## src/rtl/vga_scan_engine_if.sv

```systemverilog
// Framebuffer read port and VGA pin bundle for vga_scan_engine.
// The engine takes the master side; the BRAM wrapper and board pins take the slave side.
interface vga_scan_engine_if #(
    parameter int CW     = 4,
    parameter int ADDR_W = 19
);
    logic [ADDR_W-1:0] raddr_vga;
    logic [3*CW-1:0]   rdata_vga;
    logic [CW-1:0]     VGA_R;
    logic [CW-1:0]     VGA_G;
    logic [CW-1:0]     VGA_B;
    logic              VGA_HS;
    logic              VGA_VS;
    logic              pix_ce;
    logic              frame_start;

    modport master (
        output raddr_vga, VGA_R, VGA_G, VGA_B, VGA_HS, VGA_VS, pix_ce, frame_start,
        input  rdata_vga
    );

    modport slave (
        input  raddr_vga, VGA_R, VGA_G, VGA_B, VGA_HS, VGA_VS, pix_ce, frame_start,
        output rdata_vga
    );
endinterface

```

## src/rtl/vga_scan_engine.sv

```systemverilog
// VGA scan-out engine: pixel-tick divider, h/v timing, multiplier-free scaled framebuffer
// addressing, read-latency-aligned sync/colour pipeline and built-in colour bars.
module vga_scan_engine #(
    parameter int CLK_DIV  = 4,
    parameter int H_ACTIVE = 640,
    parameter int H_FP     = 16,
    parameter int H_SYNC   = 96,
    parameter int H_BP     = 48,
    parameter int V_ACTIVE = 480,
    parameter int V_FP     = 10,
    parameter int V_SYNC   = 2,
    parameter int V_BP     = 33,
    parameter bit HS_POL   = 1'b0,
    parameter bit VS_POL   = 1'b0,
    parameter int CW       = 4,
    parameter int RD_LAT   = 1,
    parameter int ADDR_W   = 19
) (
    input  logic                 CLK100MHZ,
    input  logic                 rst,
    input  logic [1:0]           scale_sel,
    input  logic                 pattern_en,
    vga_scan_engine_if.master    vif
);

    localparam int H_TOTAL  = H_ACTIVE + H_FP + H_SYNC + H_BP;
    localparam int V_TOTAL  = V_ACTIVE + V_FP + V_SYNC + V_BP;
    localparam int DW       = (CLK_DIV > 1) ? $clog2(CLK_DIV) : 1;
    localparam int HW       = $clog2(H_TOTAL);
    localparam int VW       = $clog2(V_TOTAL);
    localparam int DL       = RD_LAT + 1;
    localparam int HS_START = H_ACTIVE + H_FP;
    localparam int HS_END   = HS_START + H_SYNC;
    localparam int VS_START = V_ACTIVE + V_FP;
    localparam int VS_END   = VS_START + V_SYNC;

    logic [DW-1:0]     div_q, div_d;
    logic [HW-1:0]     hcnt_q, hcnt_d;
    logic [VW-1:0]     vcnt_q, vcnt_d;
    logic [ADDR_W-1:0] row_base_q, row_base_d;
    logic [ADDR_W-1:0] raddr_q, raddr_d;
    logic [1:0]        scale_q, scale_d;
    logic              pattern_q, pattern_d;
    logic [DL-1:0]     act_dly_q, act_dly_d;
    logic [DL-1:0]     hs_dly_q, hs_dly_d;
    logic [DL-1:0]     vs_dly_q, vs_dly_d;
    logic [3*DL-1:0]   bar_dly_q, bar_dly_d;
    logic [CW-1:0]     r_q, r_d, g_q, g_d, b_q, b_d;
    logic              hs_pin_q, hs_pin_d;
    logic              vs_pin_q, vs_pin_d;

    logic              pix_ce;
    logic              at_origin;
    logic              line_end;
    logic              last_line;
    logic              active;
    logic              hs_raw;
    logic              vs_raw;
    logic [31:0]       h32;
    logic [31:0]       v32;
    logic [VW-1:0]     v_inc;
    logic [VW-1:0]     v_mask;
    logic [ADDR_W-1:0] h_scaled;
    logic [6:0]        bar_ge;
    logic [2:0]        bar_idx;
    logic              act_last;
    logic [2:0]        bar_last;

    assign pix_ce    = (div_q == DW'(CLK_DIV - 1));
    assign at_origin = (hcnt_q == '0) && (vcnt_q == '0);
    assign line_end  = (hcnt_q == HW'(H_TOTAL - 1));
    assign last_line = (vcnt_q == VW'(V_TOTAL - 1));
    assign h32       = 32'(hcnt_q);
    assign v32       = 32'(vcnt_q);
    assign active    = (h32 < 32'(H_ACTIVE)) && (v32 < 32'(V_ACTIVE));
    assign hs_raw    = (h32 >= 32'(HS_START)) && (h32 < 32'(HS_END));
    assign vs_raw    = (v32 >= 32'(VS_START)) && (v32 < 32'(VS_END));
    assign v_inc     = vcnt_q + 1'b1;
    assign v_mask    = (VW'(1) << scale_q) - VW'(1);
    assign h_scaled  = ADDR_W'(hcnt_q >> scale_q);

    // Bar index (h*8)/H_ACTIVE as a thermometer count of constant thresholds, no divider.
    for (genvar gi = 1; gi < 8; gi++) begin : g_bar
        assign bar_ge[gi-1] = ((h32 << 3) >= 32'(gi * H_ACTIVE));
    end
    assign bar_idx  = 3'($countones(bar_ge));

    assign act_last = act_dly_q[DL-1];
    assign bar_last = bar_dly_q[3*DL-1 -: 3];

    always_comb begin
        div_d      = pix_ce ? '0 : div_q + 1'b1;
        hcnt_d     = hcnt_q;
        vcnt_d     = vcnt_q;
        row_base_d = row_base_q;
        raddr_d    = raddr_q;
        scale_d    = scale_q;
        pattern_d  = pattern_q;
        act_dly_d  = act_dly_q;
        hs_dly_d   = hs_dly_q;
        vs_dly_d   = vs_dly_q;
        bar_dly_d  = bar_dly_q;
        r_d        = r_q;
        g_d        = g_q;
        b_d        = b_q;
        hs_pin_d   = hs_pin_q;
        vs_pin_d   = vs_pin_q;

        if (pix_ce) begin
            hcnt_d = line_end ? '0 : hcnt_q + 1'b1;
            if (line_end) begin
                vcnt_d = last_line ? '0 : vcnt_q + 1'b1;
                // Advance one scaled row each time 2^scale source lines have been shown.
                if (last_line) begin
                    row_base_d = '0;
                end else if ((v_inc & v_mask) == '0) begin
                    row_base_d = row_base_q + (ADDR_W'(H_ACTIVE) >> scale_q);
                end
            end
            if (at_origin) begin
                scale_d    = (scale_sel == 2'd3) ? 2'd2 : scale_sel;
                pattern_d  = pattern_en;
                row_base_d = '0;
            end

            raddr_d   = active ? (row_base_q + h_scaled) : '0;

            act_dly_d = {act_dly_q[DL-2:0], active};
            hs_dly_d  = {hs_dly_q[DL-2:0], hs_raw};
            vs_dly_d  = {vs_dly_q[DL-2:0], vs_raw};
            bar_dly_d = {bar_dly_q[3*DL-4:0], bar_idx};

            hs_pin_d  = hs_dly_q[DL-1] ? HS_POL : ~HS_POL;
            vs_pin_d  = vs_dly_q[DL-1] ? VS_POL : ~VS_POL;

            if (!act_last) begin
                r_d = '0;
                g_d = '0;
                b_d = '0;
            end else if (pattern_q) begin
                r_d = {CW{bar_last[2]}};
                g_d = {CW{bar_last[1]}};
                b_d = {CW{bar_last[0]}};
            end else begin
                r_d = vif.rdata_vga[3*CW-1 -: CW];
                g_d = vif.rdata_vga[2*CW-1 -: CW];
                b_d = vif.rdata_vga[CW-1:0];
            end
        end
    end

    always_ff @(posedge CLK100MHZ or posedge rst) begin
        if (rst) begin
            div_q      <= '0;
            hcnt_q     <= '0;
            vcnt_q     <= '0;
            row_base_q <= '0;
            raddr_q    <= '0;
            scale_q    <= '0;
            pattern_q  <= 1'b0;
            act_dly_q  <= '0;
            hs_dly_q   <= '0;
            vs_dly_q   <= '0;
            bar_dly_q  <= '0;
            r_q        <= '0;
            g_q        <= '0;
            b_q        <= '0;
            hs_pin_q   <= ~HS_POL;
            vs_pin_q   <= ~VS_POL;
        end else begin
            div_q      <= div_d;
            hcnt_q     <= hcnt_d;
            vcnt_q     <= vcnt_d;
            row_base_q <= row_base_d;
            raddr_q    <= raddr_d;
            scale_q    <= scale_d;
            pattern_q  <= pattern_d;
            act_dly_q  <= act_dly_d;
            hs_dly_q   <= hs_dly_d;
            vs_dly_q   <= vs_dly_d;
            bar_dly_q  <= bar_dly_d;
            r_q        <= r_d;
            g_q        <= g_d;
            b_q        <= b_d;
            hs_pin_q   <= hs_pin_d;
            vs_pin_q   <= vs_pin_d;
        end
    end

    assign vif.raddr_vga   = raddr_q;
    assign vif.VGA_R       = r_q;
    assign vif.VGA_G       = g_q;
    assign vif.VGA_B       = b_q;
    assign vif.VGA_HS      = hs_pin_q;
    assign vif.VGA_VS      = vs_pin_q;
    assign vif.pix_ce      = pix_ce;
    assign vif.frame_start = pix_ce && at_origin;

endmodule

```

## src/flat_wrapper.sv

```systemverilog
// flat-port wrapper written by rule: the top's interface ports become plain ports
module vga_scan_engine_flat 
#(
    parameter int CLK_DIV  = 4,
    parameter int H_ACTIVE = 640,
    parameter int H_FP     = 16,
    parameter int H_SYNC   = 96,
    parameter int H_BP     = 48,
    parameter int V_ACTIVE = 480,
    parameter int V_FP     = 10,
    parameter int V_SYNC   = 2,
    parameter int V_BP     = 33,
    parameter bit HS_POL   = 1'b0,
    parameter bit VS_POL   = 1'b0,
    parameter int CW       = 4,
    parameter int RD_LAT   = 1,
    parameter int ADDR_W   = 19
)
  (CLK100MHZ, rst, scale_sel, pattern_en, vif_raddr_vga, vif_VGA_R, vif_VGA_G, vif_VGA_B, vif_VGA_HS, vif_VGA_VS, vif_pix_ce, vif_frame_start, vif_rdata_vga);
  vga_scan_engine_if #(.CW(CW), .ADDR_W(ADDR_W)) vif_i ();
  input  logic CLK100MHZ;
  input  logic rst;
  input  logic [1:0] scale_sel;
  input  logic pattern_en;
  output wire logic [$bits(vif_i.raddr_vga)-1:0] vif_raddr_vga;
  output wire logic [$bits(vif_i.VGA_R)-1:0] vif_VGA_R;
  output wire logic [$bits(vif_i.VGA_G)-1:0] vif_VGA_G;
  output wire logic [$bits(vif_i.VGA_B)-1:0] vif_VGA_B;
  output wire logic [$bits(vif_i.VGA_HS)-1:0] vif_VGA_HS;
  output wire logic [$bits(vif_i.VGA_VS)-1:0] vif_VGA_VS;
  output wire logic [$bits(vif_i.pix_ce)-1:0] vif_pix_ce;
  output wire logic [$bits(vif_i.frame_start)-1:0] vif_frame_start;
  input wire logic [$bits(vif_i.rdata_vga)-1:0] vif_rdata_vga;
  assign vif_raddr_vga = vif_i.raddr_vga;
  assign vif_VGA_R = vif_i.VGA_R;
  assign vif_VGA_G = vif_i.VGA_G;
  assign vif_VGA_B = vif_i.VGA_B;
  assign vif_VGA_HS = vif_i.VGA_HS;
  assign vif_VGA_VS = vif_i.VGA_VS;
  assign vif_pix_ce = vif_i.pix_ce;
  assign vif_frame_start = vif_i.frame_start;
  assign vif_i.rdata_vga = vif_rdata_vga;
  vga_scan_engine #(.CLK_DIV(CLK_DIV), .H_ACTIVE(H_ACTIVE), .H_FP(H_FP), .H_SYNC(H_SYNC), .H_BP(H_BP), .V_ACTIVE(V_ACTIVE), .V_FP(V_FP), .V_SYNC(V_SYNC), .V_BP(V_BP), .HS_POL(HS_POL), .VS_POL(VS_POL), .CW(CW), .RD_LAT(RD_LAT), .ADDR_W(ADDR_W)) u_core (.CLK100MHZ(CLK100MHZ), .rst(rst), .scale_sel(scale_sel), .pattern_en(pattern_en), .vif(vif_i));
endmodule
```

## config.mk

```make
export PLATFORM = sky130hd
export DESIGN_NAME = vga_scan_engine_flat
export DESIGN_NICKNAME = d
export VERILOG_FILES = /design/src/rtl/vga_scan_engine_if.sv /design/src/rtl/vga_scan_engine.sv /design/src/flat_wrapper.sv
export SDC_FILE = /design/constraint.sdc
export NUM_CORES = 1
export LEC_CHECK = 0
export CORE_MARGIN = 2
export CORE_UTILIZATION = 50
export DETAILED_ROUTE_END_ITERATION = 7
export PLACE_DENSITY = 0.72
export SYNTH_ARGS = -nofsm -noshare
export SYNTH_HDL_FRONTEND = slang
export SYNTH_SLANG_ARGS = --single-unit
```

## constraint.sdc

```tcl
create_clock -name CLK100MHZ -period 8.3 [get_ports CLK100MHZ]
set_input_delay 1.66 -clock CLK100MHZ [delete_from_list [all_inputs] [get_ports CLK100MHZ]]
set_output_delay 1.66 -clock CLK100MHZ [all_outputs]
set_load 0.1 [all_outputs]
```

==> Word level (Yosys, flattened, before mapping) <==
Index checks and enable logic that the tools add are counted.
{ "word_totals": {"output_inout_bits": 35, "reg_bits": 89} }
{ "op_classes": {"shifts": 3, "eq_ne": 4, "mux": 17, "n_addsub": 12, "reduce_logical": 13, "order_cmp": 13, "n_bitwise": 1} }
{ "op_table": {"columns": ["operator", "n"], "rows": [
  ["2-to-1 mux 19 bit", 5],
  ["greater-or-equal comparator 13 x 12 -> 1 bit (second input constant)", 3],
  ["adder 19 bit", 2],
  ["zero test 10 bit", 3],
  ["greater-or-equal comparator 13 x 11 -> 1 bit (second input constant)", 2],
  ["2-to-1 mux 4 bit", 6],
  ["adder 10 x 1 -> 10 bit (second input constant)", 2],
  ["== test 10 bit (second input constant)", 2],
  ["< comparator 10 bit (second input constant)", 2],
  ["< comparator 10 x 9 -> 1 bit (second input constant)", 2],
  ["2-to-1 mux 10 bit", 2],
  [">> shifter 10 x 2 -> 19 bit", 1],
  [">> shifter 10 x 2 -> 19 bit (first input constant)", 1],
  ["greater-or-equal comparator 13 x 10 -> 1 bit (second input constant)", 1],
  ["greater-or-equal comparator 13 bit (second input constant)", 1],
  ["AND 10 bit", 1],
  ["greater-or-equal comparator 10 bit (second input constant)", 1],
  ["greater-or-equal comparator 10 x 9 -> 1 bit (second input constant)", 1],
  ["<< shifter 1 x 2 -> 10 bit (first input constant)", 1],
  ["subtractor 10 x 2 -> 10 bit (second input constant)", 1],
  ["adder 1 x 1 -> 2 bit", 3],
  ["adder 3 bit", 2],
  ["logical AND 1 bit", 5],
  ["== test 2 bit (second input constant)", 2],
  ["8 further kinds", 11]
]} }

==> Longest topological paths before layout <==
Gate-level depths: netlist (run 1).
{ "depth": {"ltp_word": 8, "depth_mapped": 12, "mapped_depth_nobuf": 11} }

==> Worst setup path after synthesis (run 1) <==
Ideal clock, no wire load.
{ "synth_path": {"kind": "register to output", "start": "reg u_core.div_q[0]", "end": "out vif_frame_start", "arrival_ns": 2.675, "slack_ns": 3.965, "stages_incl_launch_ff": 5, "path_cell_list": "dfrtp_1 -> ha_1 -> clkbuf_1 -> clkbuf_1 -> and2_1"} }
{ "synth_between": {"elab_chain_cells": 2} }
{ "synth_rtl": {"columns": ["element", "line", "text"], "rows": [
  ["start: declaration", "vga_scan_engine.sv:37", "logic [DW-1:0] div_q, div_d;"],
  ["start signal: assignment", "vga_scan_engine.sv:171", "div_q <= div_d;"],
  ["== test 2 bit", "vga_scan_engine.sv:69", "assign pix_ce = (div_q == DW'(CLK_DIV - 1));"],
  ["named net vif_pix_ce", "flat_wrapper.sv:31", "output wire logic [$bits(vif_i.pix_ce)-1:0] vif_pix_ce;"],
  ["logical AND 1 bit", "vga_scan_engine.sv:197", "assign vif.frame_start = pix_ce && at_origin;"],
  ["end: declaration", "flat_wrapper.sv:32", "output wire logic [$bits(vif_i.frame_start)-1:0] vif_frame_start;"]
]} }
The timed path passes the listed nets, and every way through them passes these cells.

==> Worst setup path after layout (run 1) <==
{ "layout_path": {"start": "reg u_core.hcnt_q[7]", "end": "out vif_frame_start"} }
{ "layout_between": {"elab_chain_cells": 3} }
{ "layout_rtl": {"columns": ["element", "line", "text"], "rows": [
  ["start: declaration", "vga_scan_engine.sv:38", "logic [HW-1:0] hcnt_q, hcnt_d;"],
  ["start signal: assignment", "vga_scan_engine.sv:172", "hcnt_q <= hcnt_d;"],
  ["zero test 10 bit", "vga_scan_engine.sv:70", "assign at_origin = (hcnt_q == '0) && (vcnt_q == '0);"],
  ["logical AND 1 bit", "vga_scan_engine.sv:70", null],
  ["logical AND 1 bit", "vga_scan_engine.sv:197", null]
]} }
Every way passes these cells.

==> impl_metrics.prom, run 1 <==
# TYPE chip_impl_metric gauge
chip_impl_metric{name="syn-instance-count",unit=""} 526
chip_impl_info{name="min-delay-start",value="u_core.vs_dly_q[1]$_DFFE_PP0P_"} 1
chip_impl_metric{name="dp_cells",unit=""} 683
chip_impl_metric{name="routed_wl",unit="microns"} 10160
chip_impl_metric{name="synth.lib_cells_used.distinct",unit=""} 53
chip_impl_metric{name="timing.final.setup_violations",unit=""} 0
chip_impl_metric{name="clock_pin_slew_worst_setup_and_hold_paths",unit="ns"} 0.09
chip_impl_metric{name="synth-warning-count",unit=""} 0
chip_impl_metric{name="ys_seq_area_share",unit="%"} 42.79
chip_impl_metric{name="critPathMaxFanout",unit=""} 15
chip_impl_metric{name="clock_tree.buffer_depth",unit=""} 2
chip_impl_metric{name="antenna_cells",unit=""} 0
chip_impl_metric{name="final_max_slew_viol_count",unit=""} 0
chip_impl_metric{name="crit_arrival",unit="ns"} 3.23
chip_impl_metric{name="finalCritPeriodShare",unit="%"} 58.92
chip_impl_metric{name="final_hold_viol_count",unit=""} 0
chip_impl_info{name="synth_largest_area_cell",value="sky130_fd_sc_hd__dfrtp_1"} 1
chip_impl_metric{name="cts-htree-levels",unit=""} 3
chip_impl_metric{name="avgRoutedWirePerCell",unit="microns"} 14.55
chip_impl_info{name="postSynth.topFlopCell",value="sky130_fd_sc_hd__dfrtp_1"} 1
chip_impl_metric{name="cts_setup_buffers",unit=""} 0
chip_impl_info{name="synth.top_cells.by_area",value="sky130_fd_sc_hd__dfrtp_1 (42%), sky130_fd_sc_hd__ha_1 (6.0%), sky130_fd_sc_hd__xor2_1 (4.8%)"} 1
chip_impl_metric{name="synthArstFlopShare",unit="%"} 100.0
chip_impl_metric{name="antenna_violations_before_repair",unit=""} 0
chip_impl_metric{name="edff_count_synth",unit=""} 0
chip_impl_info{name="hold_class",value="flop to flop"} 1
chip_impl_info{name="critical_path.endpoint_type",value="primary output"} 1
chip_impl_metric{name="dr_drc_count",unit=""} 0
chip_impl_info{name="worst-setup-path-type",value="flop to primary output"} 1
chip_impl_info{name="launching_element_of_the_worst_setup_path",value="u_core.hcnt_q[7]$_DFFE_PP0P_"} 1
chip_impl_metric{name="finish.utilization",unit="%"} 59.39
chip_impl_metric{name="die_height",unit="microns"} 103.8
chip_impl_metric{name="synth.avg_cell_area",unit="sq um"} 9.462
chip_impl_metric{name="max_freq",unit="MHz"} 204.5
chip_impl_metric{name="dieWidth",unit="microns"} 103.8
chip_impl_metric{name="via_count_of_the_first_global_routing_pass",unit=""} 3766
chip_impl_info{name="cts_tree",value="done"} 1
chip_impl_metric{name="dp.final_hpwl",unit="microns"} 7256
chip_impl_metric{name="total_power",unit="uW"} 850.9
chip_impl_metric{name="yosys.area.top_type_share",unit="%"} 41.73
chip_impl_info{name="cts-root-buf",value="sky130_fd_sc_hd__clkbuf_8"} 1
chip_impl_metric{name="cts_inserted_buffers",unit=""} 9
chip_impl_metric{name="worst_slack",unit="ns"} 3.410
chip_impl_metric{name="design.portCount",unit=""} 52
chip_impl_metric{name="detailedRoute.firstIterationViolations",unit=""} 132
chip_impl_metric{name="die_area",unit="sq mm"} 0.01077
chip_impl_metric{name="via_per_inst",unit=""} 5.434
chip_impl_metric{name="syn_to_final_growth",unit="%"} 16.09
chip_impl_metric{name="global_route.overflow_total",unit=""} 0
chip_impl_info{name="result_of_the_run",value="completed"} 1
chip_impl_metric{name="post_synthesis_net_count",unit=""} 570
chip_impl_metric{name="place_congestion",unit=""} 0.8866
chip_impl_metric{name="post_route_cells_drive_above_1_share",unit="%"} 7.965
chip_impl_metric{name="fp.coreArea",unit="sq mm"} 0.009729
chip_impl_metric{name="post_cts_hold_buffer_count",unit=""} 0
chip_impl_metric{name="floorplan.initialDensity",unit="%"} 51.16
chip_impl_metric{name="syn_area",unit="sq mm"} 0.004977
chip_impl_metric{name="cp.required",unit="ns"} 6.64
chip_impl_metric{name="reg2reg_slack",unit="ns"} 4.93
chip_impl_metric{name="pwr_density_cell",unit="mW/mm^2"} 147.3
chip_impl_metric{name="cts_num_sinks",unit=""} 85
chip_impl_metric{name="layout.filler_cells",unit=""} 839
chip_impl_metric{name="grt_max_degree",unit=""} 86
chip_impl_info{name="regToRegStartpoint",value="u_core.scale_q[0]$_DFFE_PP0P_"} 1
chip_impl_metric{name="power.static_leakage",unit="nW"} 2.614
chip_impl_metric{name="nets",unit=""} 605
chip_impl_metric{name="max_slew_margin",unit="%"} 30.39
chip_impl_metric{name="final_non_filler_cell_total",unit=""} 698
chip_impl_metric{name="irDropWorstVdd",unit="uV"} 84.63
chip_impl_metric{name="placementRows",unit=""} 36
chip_impl_metric{name="wire_length_of_the_first_global_routing_pass",unit="microns"} 18000
chip_impl_metric{name="postCtsResizedCells",unit=""} 0
chip_impl_metric{name="vias",unit=""} 3793
chip_impl_metric{name="post-place-ws",unit="ns"} 3.829
chip_impl_metric{name="max_cap_viol_count",unit=""} 0
chip_impl_metric{name="final_antenna_net_count",unit=""} 0
chip_impl_metric{name="grt_use_total",unit="%"} 20.26
chip_impl_metric{name="worst-slew-pin-transition",unit="ns"} 1.044
chip_impl_info{name="setup_repair_after_global_routing_missed_its_margin",value="no"} 1
chip_impl_metric{name="ys_seq_elements",unit=""} 85
chip_impl_metric{name="post-route-min-period",unit="ns"} 4.890
chip_impl_metric{name="fin_worst_skew",unit="ns"} 0.01250
chip_impl_metric{name="drt_pre_antenna_iters",unit=""} 4
chip_impl_metric{name="tns",unit="ns"} 0
chip_impl_info{name="cp-start-kind",value="flop"} 1
chip_impl_metric{name="numPortBuffers",unit=""} 51
chip_impl_metric{name="clock_latency",unit="ns"} 0.35
## kinds of logic after synthesis
family,count (synthesis),synth area share [%]
simple gates,149,15.46
compound gates,104,13.22
flops,85,42.79
buf+inv,83,6.335
xor+xnor,45,7.919
mux,32,6.963
fa+ha+maj,27,7.240
other cells,1,0.07534
## area by class of cell
class | instances | area (sq um) | area share [%]
Multi-Input combinational cell | 358 | 2535 | 43.87
Sequential cell | 85 | 2130 | 36.86
Timing Repair Buffer | 53 | 525.5 | 9.095
Inverter | 54 | 203.9 | 3.530
Tap cell | 133 | 166.4 | 2.880
Clock buffer | 9 | 123.9 | 2.144
Clock inverter | 6 | 93.84 | 1.624
## path summary, 6_finish.rpt
check,endpoint,cells after the start
max in group asynchronous,u_core.vcnt_q[3]$_DFFE_PP0P_,3
worst max register to register,u_core.vif.raddr_vga[14]$_DFFE_PP0P_,9
worst max-delay path,vif_frame_start,6
worst min register to register,u_core.vif.VGA_VS$_DFFE_PP1P_,1
worst min-delay path,u_core.vif.VGA_VS$_DFFE_PP1P_,1
min in group asynchronous,u_core.vif.raddr_vga[18]$_DFFE_PP0P_,3
## synthesized netlist by cell type (all sizes together), types with 3 or more instances
library cell,count
a21o,4
inv,54
nand3,9
o22ai,33
nor2b,7
nand4b,3
nor2,34
nor3,7
clkbuf,23
fa,3
mux2,11
nand2,47
nand2b,6
a31oi,5
mux2i,20
or3,3
xor2,27
nand4,9
a21oi,16
and2,5
buf,6
xnor2,18
o31ai,3
dfrtp,83
nor4,3
ha,24
and3,7
o21ai,30
## where the power goes
part	internal (mW)	leakage, nW	switching (mW)	total (mW)
Clock	0.171	0.107	0.157	0.328
Sequential	0.420	1.13	0.00751	0.428
Combinational	0.0290	1.38	0.0666	0.0956
Total	0.620	2.61	0.231	0.851
## routing by layer
layer  vias to the layer above  track usage, %  wire length, microns  share of wire, %
li1                       1875               -                     -                 -
met1                      1824           28.03                  4731                47
met2                        78           32.59                  4920                48
met3                        16           2.517                   305               3.0
met4                         0           8.012                   197               1.9
met5                         -               0                     0                 0
## registers in the layout (all words and copies together) (netlist names), 2 cells and up
register / flops
u_core.vs_dly_q: 2
u_core.bar_dly_q: 6
u_core.act_dly_q: 2
u_core.hcnt_q: 10
u_core.scale_q: 2
u_core.vif.VGA_G: 4
u_core.hs_dly_q: 2
u_core.row_base_q: 15
u_core.vif.VGA_B: 4
u_core.vcnt_q: 10
u_core.div_q: 2
u_core.vif.VGA_R: 4
u_core.vif.raddr_vga: 19
## worst max-delay path, stage by stage (launching register included)
cell                              delay [ns]
sky130_fd_sc_hd__dfrtp_1                0.55
sky130_fd_sc_hd__or2_1                  0.37
sky130_fd_sc_hd__nor3_1                 0.22
sky130_fd_sc_hd__nand2_1                0.08
sky130_fd_sc_hd__nor4_1                 0.33
sky130_fd_sc_hd__and2_1                 0.20
sky130_fd_sc_hd__clkdlybuf4s50_1        1.13
## placed cells by master, fill, tap and decap left out, types with 3 or more instances in the layout
cell and count:
sky130_fd_sc_hd__a21oi_1 16, sky130_fd_sc_hd__o31ai_1 3, sky130_fd_sc_hd__inv_6 3, sky130_fd_sc_hd__mux2_2 11
sky130_fd_sc_hd__clkdlybuf4s50_1 51, sky130_fd_sc_hd__nand4_1 8, sky130_fd_sc_hd__o21ai_0 25, sky130_fd_sc_hd__nor2_1 30
sky130_fd_sc_hd__o22ai_1 33, sky130_fd_sc_hd__clkbuf_8 9, sky130_fd_sc_hd__nor2_2 4, sky130_fd_sc_hd__nand4b_1 3
sky130_fd_sc_hd__ha_1 23, sky130_fd_sc_hd__a21o_1 4, sky130_fd_sc_hd__a31oi_1 5, sky130_fd_sc_hd__nand2_1 47
sky130_fd_sc_hd__or3_1 3, sky130_fd_sc_hd__and2_1 5, sky130_fd_sc_hd__nand3_1 9, sky130_fd_sc_hd__fa_1 3
sky130_fd_sc_hd__o21ai_1 5, sky130_fd_sc_hd__xnor2_1 18, sky130_fd_sc_hd__nand2b_1 6, sky130_fd_sc_hd__xor2_1 27
sky130_fd_sc_hd__mux2i_1 20, sky130_fd_sc_hd__dfrtp_1 83, sky130_fd_sc_hd__and3_1 7, sky130_fd_sc_hd__nor3_1 7
sky130_fd_sc_hd__nor2b_1 7, sky130_fd_sc_hd__inv_1 53
## metrics by stage
step                cell area, sq um  hold slack [ns]
floorplan                       4977           0.3881
global placement                5560           0.4096
detailed placement              5560           0.4143
CTS                             5778           0.4247
global route                    5778           0.4557
finish                          5778           0.4174
Note: power is estimated with default switching activity, not from simulation.
==> run 2: changes to the inputs <==
==> constraint.sdc (replaced) <==
create_clock -name CLK100MHZ -period 4.78 [get_ports CLK100MHZ]
set_input_delay 0.956 -clock CLK100MHZ [delete_from_list [all_inputs] [get_ports CLK100MHZ]]
set_output_delay 0.956 -clock CLK100MHZ [all_outputs]
set_load 0.1 [all_outputs]
==> run 2 against run 1 <==
Net effect: total power grew 65%; clock power grew 52%; clock skew is essentially flat; critical path depth is the same; combinational power grew 74%; die area is the same; register-to-register slack lost 3.4 ns; first-iteration DRC count shrank 11%; critical endpoint unchanged; sequential share of layout area grew 0.11 points; sequential cell count is the same; cell count grew 0.29%.
==> impl_metrics.prom, run 2 (synthesis results as in run 1) <==
# TYPE chip_impl_metric gauge
chip_impl_metric{name="largest_register_ff_count",unit=""} 19
chip_impl_metric{name="cell_internal_pwr",unit="mW"} 1.015
chip_impl_metric{name="vias",unit=""} 3807
chip_impl_metric{name="irDropWorstVdd",unit="uV"} 140.2
chip_impl_info{name="cts_tree",value="done"} 1
chip_impl_metric{name="crit_arrival",unit="ns"} 2.42
chip_impl_metric{name="power.static_leakage",unit="nW"} 2.615
chip_impl_metric{name="die_height",unit="microns"} 103.8
chip_impl_metric{name="final_antenna_net_count",unit=""} 0
chip_impl_metric{name="worst-slew-pin-transition",unit="ns"} 1.033
chip_impl_metric{name="max_freq",unit="MHz"} 295.9
chip_impl_metric{name="timing.final.setup_violations",unit=""} 0
chip_impl_metric{name="cts_inserted_buffers",unit=""} 9
chip_impl_metric{name="routed_wl",unit="microns"} 10320
chip_impl_metric{name="p_sw_share",unit="%"} 27.79
chip_impl_metric{name="clock_latency",unit="ns"} 0.36
chip_impl_metric{name="dp_cells",unit=""} 684
chip_impl_metric{name="switchingPower",unit="uW"} 390.7
chip_impl_metric{name="critPathMaxFanout",unit=""} 15
chip_impl_metric{name="global_route.overflow_total",unit=""} 0
chip_impl_metric{name="numPortBuffers",unit=""} 51
chip_impl_info{name="crit_path_cell_trace",value="or2_1 -> nor3_1 -> nand2_1 -> nor4_1 -> and2_1 -> buf_4"} 1
chip_impl_metric{name="antenna_cells",unit=""} 0
chip_impl_metric{name="cp.required",unit="ns"} 3.82
chip_impl_metric{name="clock_tree.buffer_depth",unit=""} 2
chip_impl_metric{name="final_max_slew_viol_count",unit=""} 0
chip_impl_metric{name="combPwrFrac",unit="%"} 11.8
chip_impl_metric{name="fin_worst_skew",unit="ns"} 0.01262
chip_impl_metric{name="finalCritPeriodShare",unit="%"} 70.70
chip_impl_metric{name="max_cap_viol_count",unit=""} 0
chip_impl_metric{name="detailedRoute.firstIterationViolations",unit=""} 118
chip_impl_metric{name="placementRows",unit=""} 36
chip_impl_metric{name="dr_drc_count",unit=""} 0
chip_impl_metric{name="grt_use_total",unit="%"} 20.32
chip_impl_metric{name="syn_to_final_growth",unit="%"} 15.74
chip_impl_metric{name="dp.final_hpwl",unit="microns"} 7431
chip_impl_metric{name="worst_hold_slack",unit="ns"} 0.4169
chip_impl_metric{name="drt_pre_antenna_iters",unit=""} 5
chip_impl_metric{name="post_route_cells_drive_above_1_share",unit="%"} 8.289
chip_impl_info{name="setup_repair_after_global_routing_missed_its_margin",value="no"} 1
chip_impl_metric{name="floorplan.initialDensity",unit="%"} 51.16
chip_impl_metric{name="postLayoutCellArea",unit="sq mm"} 0.005761
chip_impl_metric{name="via_per_inst",unit=""} 5.439
chip_impl_metric{name="tns",unit="ns"} 0
chip_impl_info{name="cts-root-buf",value="sky130_fd_sc_hd__clkbuf_8"} 1
chip_impl_metric{name="power.share.clock",unit="%"} 35.5
chip_impl_info{name="cp-start-kind",value="flop"} 1
chip_impl_metric{name="fp.coreArea",unit="sq mm"} 0.009729
chip_impl_info{name="worst-setup-path-type",value="flop to primary output"} 1
chip_impl_metric{name="clock_pin_slew_worst_setup_and_hold_paths",unit="ns"} 0.09
chip_impl_info{name="result_of_the_run",value="completed"} 1
chip_impl_metric{name="final_non_filler_cell_total",unit=""} 700
chip_impl_metric{name="final_hold_viol_count",unit=""} 0
chip_impl_info{name="final_cell_mix",value="sky130_fd_sc_hd__dfrtp_1 (83), sky130_fd_sc_hd__inv_1 (53), sky130_fd_sc_hd__clkdlybuf4s50_1 (50)"} 1
chip_impl_metric{name="max_slew_margin",unit="%"} 31.14
chip_impl_metric{name="via_count_of_the_first_global_routing_pass",unit=""} 3713
chip_impl_metric{name="grt_max_degree",unit=""} 61
chip_impl_info{name="critical_path.endpoint_type",value="primary output"} 1
chip_impl_metric{name="total_power",unit="mW"} 1.406
chip_impl_metric{name="nets",unit=""} 606
chip_impl_metric{name="cts-htree-levels",unit=""} 3
chip_impl_metric{name="die_area",unit="sq mm"} 0.01077
chip_impl_metric{name="dpl-instance-area",unit="sq mm"} 0.005565
chip_impl_metric{name="postCtsResizedCells",unit=""} 0
chip_impl_metric{name="cts_setup_buffers",unit=""} 0
chip_impl_metric{name="wire_length_of_the_first_global_routing_pass",unit="microns"} 17940
chip_impl_metric{name="cp_slowest_stage_delay",unit="ns"} 0.57
chip_impl_metric{name="post-route-min-period",unit="ns"} 3.380
chip_impl_metric{name="avgRoutedWirePerCell",unit="microns"} 14.74
chip_impl_metric{name="dieWidth",unit="microns"} 103.8
chip_impl_info{name="timing.critical_path.slowest_stage_cell",value="sky130_fd_sc_hd__dfrtp_1"} 1
chip_impl_metric{name="post_cts_hold_buffer_count",unit=""} 0
chip_impl_info{name="mostFrequentLayoutCell",value="sky130_fd_sc_hd__dfrtp_1"} 1
chip_impl_metric{name="cts_num_sinks",unit=""} 85
chip_impl_metric{name="pwr_density_cell",unit="mW/mm^2"} 244.1
chip_impl_metric{name="design.portCount",unit=""} 52
chip_impl_info{name="hold_class",value="flop to flop"} 1
chip_impl_metric{name="place_congestion",unit=""} 0.8505
chip_impl_metric{name="power.sequential.fraction",unit="%"} 52.8
chip_impl_metric{name="antenna_violations_before_repair",unit=""} 0
[run 2: changes by cell type in the layout (fill, tap and decap cells not counted), sizes merged]
cell / change
clkinvlp: -1
buf: +2
inv: -2
clkdlybuf4s50: -1
bufinv: -2
clkbuf: +4
clkinv: +2
[run 2: power by group through the flow]
stage          combinational (mW)  clock [mW]  sequential, mW
2_1_floorplan              0.0548           0           0.821
3_3_place_gp                0.166           0           0.755
3_5_place_dp                0.167           0           0.756
4_1_cts                     0.168       0.515           0.742
5_1_grt                     0.177       0.549           0.744
6_report                    0.166       0.499           0.742
[run 2: area by class of cell]
type	count	area [sq um]
clock buffer	13	168.9
inverter	54	203.9
fill	876	3969
tap	133	166.4
clock inverter	3	26.28
multi-input combinational	358	2535
sequential	85	2130
timing repair buffer	54	530.5
[run 2: worst paths after layout]
path / to / slack, ns / startpoint / cells past startpoint
max: vif_frame_start / 1.40 / u_core.hcnt_q[7]$_DFFE_PP0P_ / 6
min: u_core.vif.VGA_VS$_DFFE_PP1P_ / 0.42 / u_core.vs_dly_q[1]$_DFFE_PP0P_ / 1
max reg2reg: u_core.vif.raddr_vga[14]$_DFFE_PP0P_ / 1.54 / u_core.scale_q[0]$_DFFE_PP0P_ / 9
min reg2reg: u_core.vif.VGA_VS$_DFFE_PP1P_ / 0.42 / u_core.vs_dly_q[1]$_DFFE_PP0P_ / 1
max in group asynchronous: u_core.vif.VGA_HS$_DFFE_PP1P_ / 2.70 / rst / 3
min in group asynchronous: u_core.vif.VGA_G[1]$_DFFE_PP0P_ / 1.11 / rst / 2
[run 2: worst max-delay path, delay by kind of cell, from the launching register on]
family	cells	cell delay [ns]
AND/OR/NAND/NOR	5	1.20
flip-flops	1	0.57
buffers and inverters	1	0.29
[run 2: metrics by stage]
stage / setup WS (ns) / util [%]
6_report: 1.400 / 59.21
5_1_grt: 1.154 / 59.21
4_1_cts: 1.388 / 59.21
3_5_place_dp: 1.534 / 57.20
3_3_place_gp: 1.694 / 57.20
2_1_floorplan: 1.149 / -
[run 2: metal layers]
metal	wire, microns	track usage [%]	share of wire, %	vias to the layer above
li1	-	-	-	1876
met1	4792	27.01	46	1861
met2	5039	33.92	49	56
met3	292	3.461	2.8	14
met4	190	6.757	1.8	0
met5	0	0	0	-
==> run 3: changes to the inputs <==
--- a/config.mk
+++ b/config.mk
@@ -8,7 +8,7 @@
 export CORE_MARGIN = 2
 export CORE_UTILIZATION = 50
 export DETAILED_ROUTE_END_ITERATION = 7
-export PLACE_DENSITY = 0.72
+export PLACE_DENSITY = 0.75
 export SYNTH_ARGS = -nofsm -noshare
 export SYNTH_HDL_FRONTEND = slang
 export SYNTH_SLANG_ARGS = --single-unit
==> constraint.sdc (replaced) <==
create_clock -name CLK100MHZ -period 3.1 [get_ports CLK100MHZ]
set_input_delay 0.62 -clock CLK100MHZ [delete_from_list [all_inputs] [get_ports CLK100MHZ]]
set_output_delay 0.62 -clock CLK100MHZ [all_outputs]
set_load 0.1 [all_outputs]
==> run 3 against run 2 <==
Net effect: first-iteration DRC count rose by 52%; cell count rose by 1.3%; hold slack improved by 0.0062 ns; non-clock buffer count rose by 9; wire length rose by 3.2%; worst setup slack got worse by 1.3 ns; clock skew fell by 0.0055 ns; register-to-register slack got worse by 1.3 ns; critical endpoint unchanged.
==> impl_metrics.prom, run 3 (synthesis results as in run 1) <==
# TYPE chip_impl_metric gauge
chip_impl_metric{name="layout.filler_cells",unit=""} 862
chip_impl_metric{name="critPathMaxFanout",unit=""} 13
chip_impl_metric{name="via_per_inst",unit=""} 5.415
chip_impl_metric{name="post_route_cells_drive_above_1_share",unit="%"} 16.49
chip_impl_metric{name="placementRows",unit=""} 36
chip_impl_info{name="timing.critical_path.slowest_stage_cell",value="sky130_fd_sc_hd__dfrtp_1"} 1
chip_impl_metric{name="post-route-min-period",unit="ns"} 2.965
chip_impl_metric{name="avgRoutedWirePerCell",unit="microns"} 15.02
chip_impl_info{name="cp-start-kind",value="flop"} 1
chip_impl_info{name="min-delay-start",value="u_core.hs_dly_q[1]$_DFFE_PP0P_"} 1
chip_impl_metric{name="vias",unit=""} 3839
chip_impl_metric{name="clock_latency",unit="ns"} 0.37
chip_impl_info{name="regToRegStartpoint",value="u_core.hcnt_q[5]$_DFFE_PP0P_"} 1
chip_impl_info{name="cts_tree",value="done"} 1
chip_impl_metric{name="clock_pin_slew_worst_setup_and_hold_paths",unit="ns"} 0.09
chip_impl_metric{name="cts_inserted_buffers",unit=""} 9
chip_impl_metric{name="worst-slew-pin-transition",unit="ns"} 0.6542
chip_impl_metric{name="place_congestion",unit=""} 0.8731
chip_impl_metric{name="crit_arrival",unit="ns"} 2.35
chip_impl_metric{name="wire_length_of_the_first_global_routing_pass",unit="microns"} 18460
chip_impl_info{name="hold_class",value="flop to flop"} 1
chip_impl_info{name="result_of_the_run",value="completed"} 1
chip_impl_metric{name="cp_slowest_stage_delay",unit="ns"} 0.52
chip_impl_metric{name="finalCritPeriodShare",unit="%"} 95.65
chip_impl_metric{name="antenna_cells",unit=""} 0
chip_impl_metric{name="max_cap_viol_count",unit=""} 0
chip_impl_metric{name="irDropWorstVdd",unit="uV"} 259.3
chip_impl_info{name="cts-root-buf",value="sky130_fd_sc_hd__clkbuf_8"} 1
chip_impl_metric{name="dieWidth",unit="microns"} 103.8
chip_impl_metric{name="cts-htree-levels",unit=""} 3
chip_impl_metric{name="drt_pre_antenna_iters",unit=""} 4
chip_impl_info{name="crit_path_cell_trace",value="or2_1 -> nor3_1 -> nand2_1 -> nor4_2 -> and2_1 -> buf_12"} 1
chip_impl_metric{name="numPortBuffers",unit=""} 51
chip_impl_metric{name="pwr_density_cell",unit="mW/mm^2"} 371.9
chip_impl_metric{name="worst_hold_slack",unit="ns"} 0.4231
chip_impl_metric{name="postLayoutCellArea",unit="sq mm"} 0.005787
chip_impl_metric{name="clock_tree.buffer_depth",unit=""} 2
chip_impl_metric{name="post_cts_hold_buffer_count",unit=""} 0
chip_impl_metric{name="routed_wl",unit="microns"} 10650
chip_impl_metric{name="power.static_leakage",unit="nW"} 2.716
chip_impl_metric{name="cts_num_sinks",unit=""} 85
chip_impl_metric{name="largest_register_ff_count",unit=""} 19
chip_impl_metric{name="syn_to_final_growth",unit="%"} 16.26
chip_impl_metric{name="grt_use_total",unit="%"} 21.19
chip_impl_info{name="mostFrequentLayoutCell",value="sky130_fd_sc_hd__dfrtp_1"} 1
chip_impl_info{name="critical_path.endpoint_type",value="primary output"} 1
chip_impl_metric{name="final_antenna_net_count",unit=""} 0
chip_impl_metric{name="fin_worst_skew",unit="ns"} 0.007160
chip_impl_metric{name="die_area",unit="sq mm"} 0.01077
chip_impl_info{name="launching_element_of_the_worst_setup_path",value="u_core.hcnt_q[6]$_DFFE_PP0P_"} 1
chip_impl_metric{name="detailedRoute.firstIterationViolations",unit=""} 179
chip_impl_metric{name="cts_setup_buffers",unit=""} 0
chip_impl_metric{name="final_hold_viol_count",unit=""} 0
chip_impl_metric{name="floorplan.initialDensity",unit="%"} 51.16
chip_impl_metric{name="buffers_inverters_on_critical_path",unit=""} 1
chip_impl_metric{name="max_slew_margin",unit="%"} 56.39
chip_impl_metric{name="antenna_violations_before_repair",unit=""} 0
chip_impl_info{name="cpLargestDelayFamily",value="simple AND/OR/NAND/NOR gates"} 1
chip_impl_metric{name="max_freq",unit="MHz"} 337.2
chip_impl_metric{name="nets",unit=""} 615
chip_impl_metric{name="via_count_of_the_first_global_routing_pass",unit=""} 3785
chip_impl_metric{name="grt_max_degree",unit=""} 56
chip_impl_metric{name="timing.final.setup_violations",unit=""} 0
chip_impl_metric{name="fp.coreArea",unit="sq mm"} 0.009729
chip_impl_info{name="worst-setup-path-type",value="flop to primary output"} 1
chip_impl_metric{name="dpl-instance-area",unit="sq mm"} 0.005585
chip_impl_info{name="final_cell_mix",value="sky130_fd_sc_hd__dfrtp_1 (82), sky130_fd_sc_hd__inv_1 (53), sky130_fd_sc_hd__nand2_1 (47)"} 1
chip_impl_metric{name="final_max_slew_viol_count",unit=""} 0
chip_impl_metric{name="dr_drc_count",unit=""} 0
chip_impl_metric{name="cp.required",unit="ns"} 2.48
chip_impl_metric{name="dp.final_hpwl",unit="microns"} 7695
chip_impl_metric{name="global_route.overflow_total",unit=""} 0
chip_impl_metric{name="design.portCount",unit=""} 52
chip_impl_metric{name="die_height",unit="microns"} 103.8
==> run 3: changes by cell type in the layout (fill, tap and decap cells not counted), sizes merged <==
cell           change
clkdlybuf4s50     -34
inv                +2
clkbuf             -4
clkinvlp           +2
buf               +43
==> run 3: metal layers <==
layer  track usage [%]  part of all wire (%)
met4             6.467                   1.0
met3             4.342                   2.8
met5                 0                     0
met1             27.89                    45
met2             35.38                    51
==> run 3: worst reg2reg max path, stage by stage (launching register included) <==
cell and delay, ns:
sky130_fd_sc_hd__dfrtp_1 0.53, sky130_fd_sc_hd__mux4_2 0.51, sky130_fd_sc_hd__ha_1 0.37, sky130_fd_sc_hd__a21oi_1 0.17
sky130_fd_sc_hd__o21ai_0 0.13, sky130_fd_sc_hd__a221o_1 0.33, sky130_fd_sc_hd__a31oi_2 0.31, sky130_fd_sc_hd__nor3_1 0.13
sky130_fd_sc_hd__xnor2_1 0.17, sky130_fd_sc_hd__o22ai_1 0.08
==> run 3: final cells by class <==
class                   instances  area, sq um  area share, %
inverters                      54        203.9          3.524
flip-flops and latches         85         2131          36.82
multi-input cells             358         2554          44.13
repair buffers                 63        550.5          9.514
well taps                     133        166.4          2.876
clock buffers                   9        123.9          2.141
clock inverters                 7        57.56         0.9946
==> run 3: per-stage QoR <==
step | TNS (ns) | setup slack (ns) | util [%] | std cells | power, mW
final | 0 | 0.1348 | 59.48 | 709 | 2.152
after global routing | -0.03822 | -0.03822 | 59.48 | 709 | 2.243
after CTS | 0 | 0.1021 | 59.27 | 709 | 2.168
after detailed placement | 0 | 0.1289 | 57.41 | 693 | 1.424
after global placement | 0 | 0.2651 | 57.41 | 693 | 1.420
after floorplan | 0 | 0.1405 | - | 526 | 1.351
==> run 3: worst paths after layout <==
check                                                       end  slack, ns  depth (start not counted)
max                                             vif_frame_start       0.13                          6
min                               u_core.vif.VGA_HS$_DFFE_PP1P_       0.42                          1
max reg2reg                u_core.vif.raddr_vga[14]$_DFFE_PP0P_       0.25                          9
min reg2reg                       u_core.vif.VGA_HS$_DFFE_PP1P_       0.42                          1
max in group asynchronous         u_core.vif.VGA_VS$_DFFE_PP1P_       1.77                          3
min in group asynchronous  u_core.vif.raddr_vga[17]$_DFFE_PP0P_       0.60                          2
==> run 3: report_power, final <==
group | internal (mW) | switching (mW)
clock | 0.302 | 0.449
sequential | 1.12 | 0.0157
combinational | 0.0766 | 0.183
==> run 3: repair_timing <==
item,CTS,global route
setup endpoints to repair,0,5
resized for setup,0,4
hold endpoints to repair,0,0
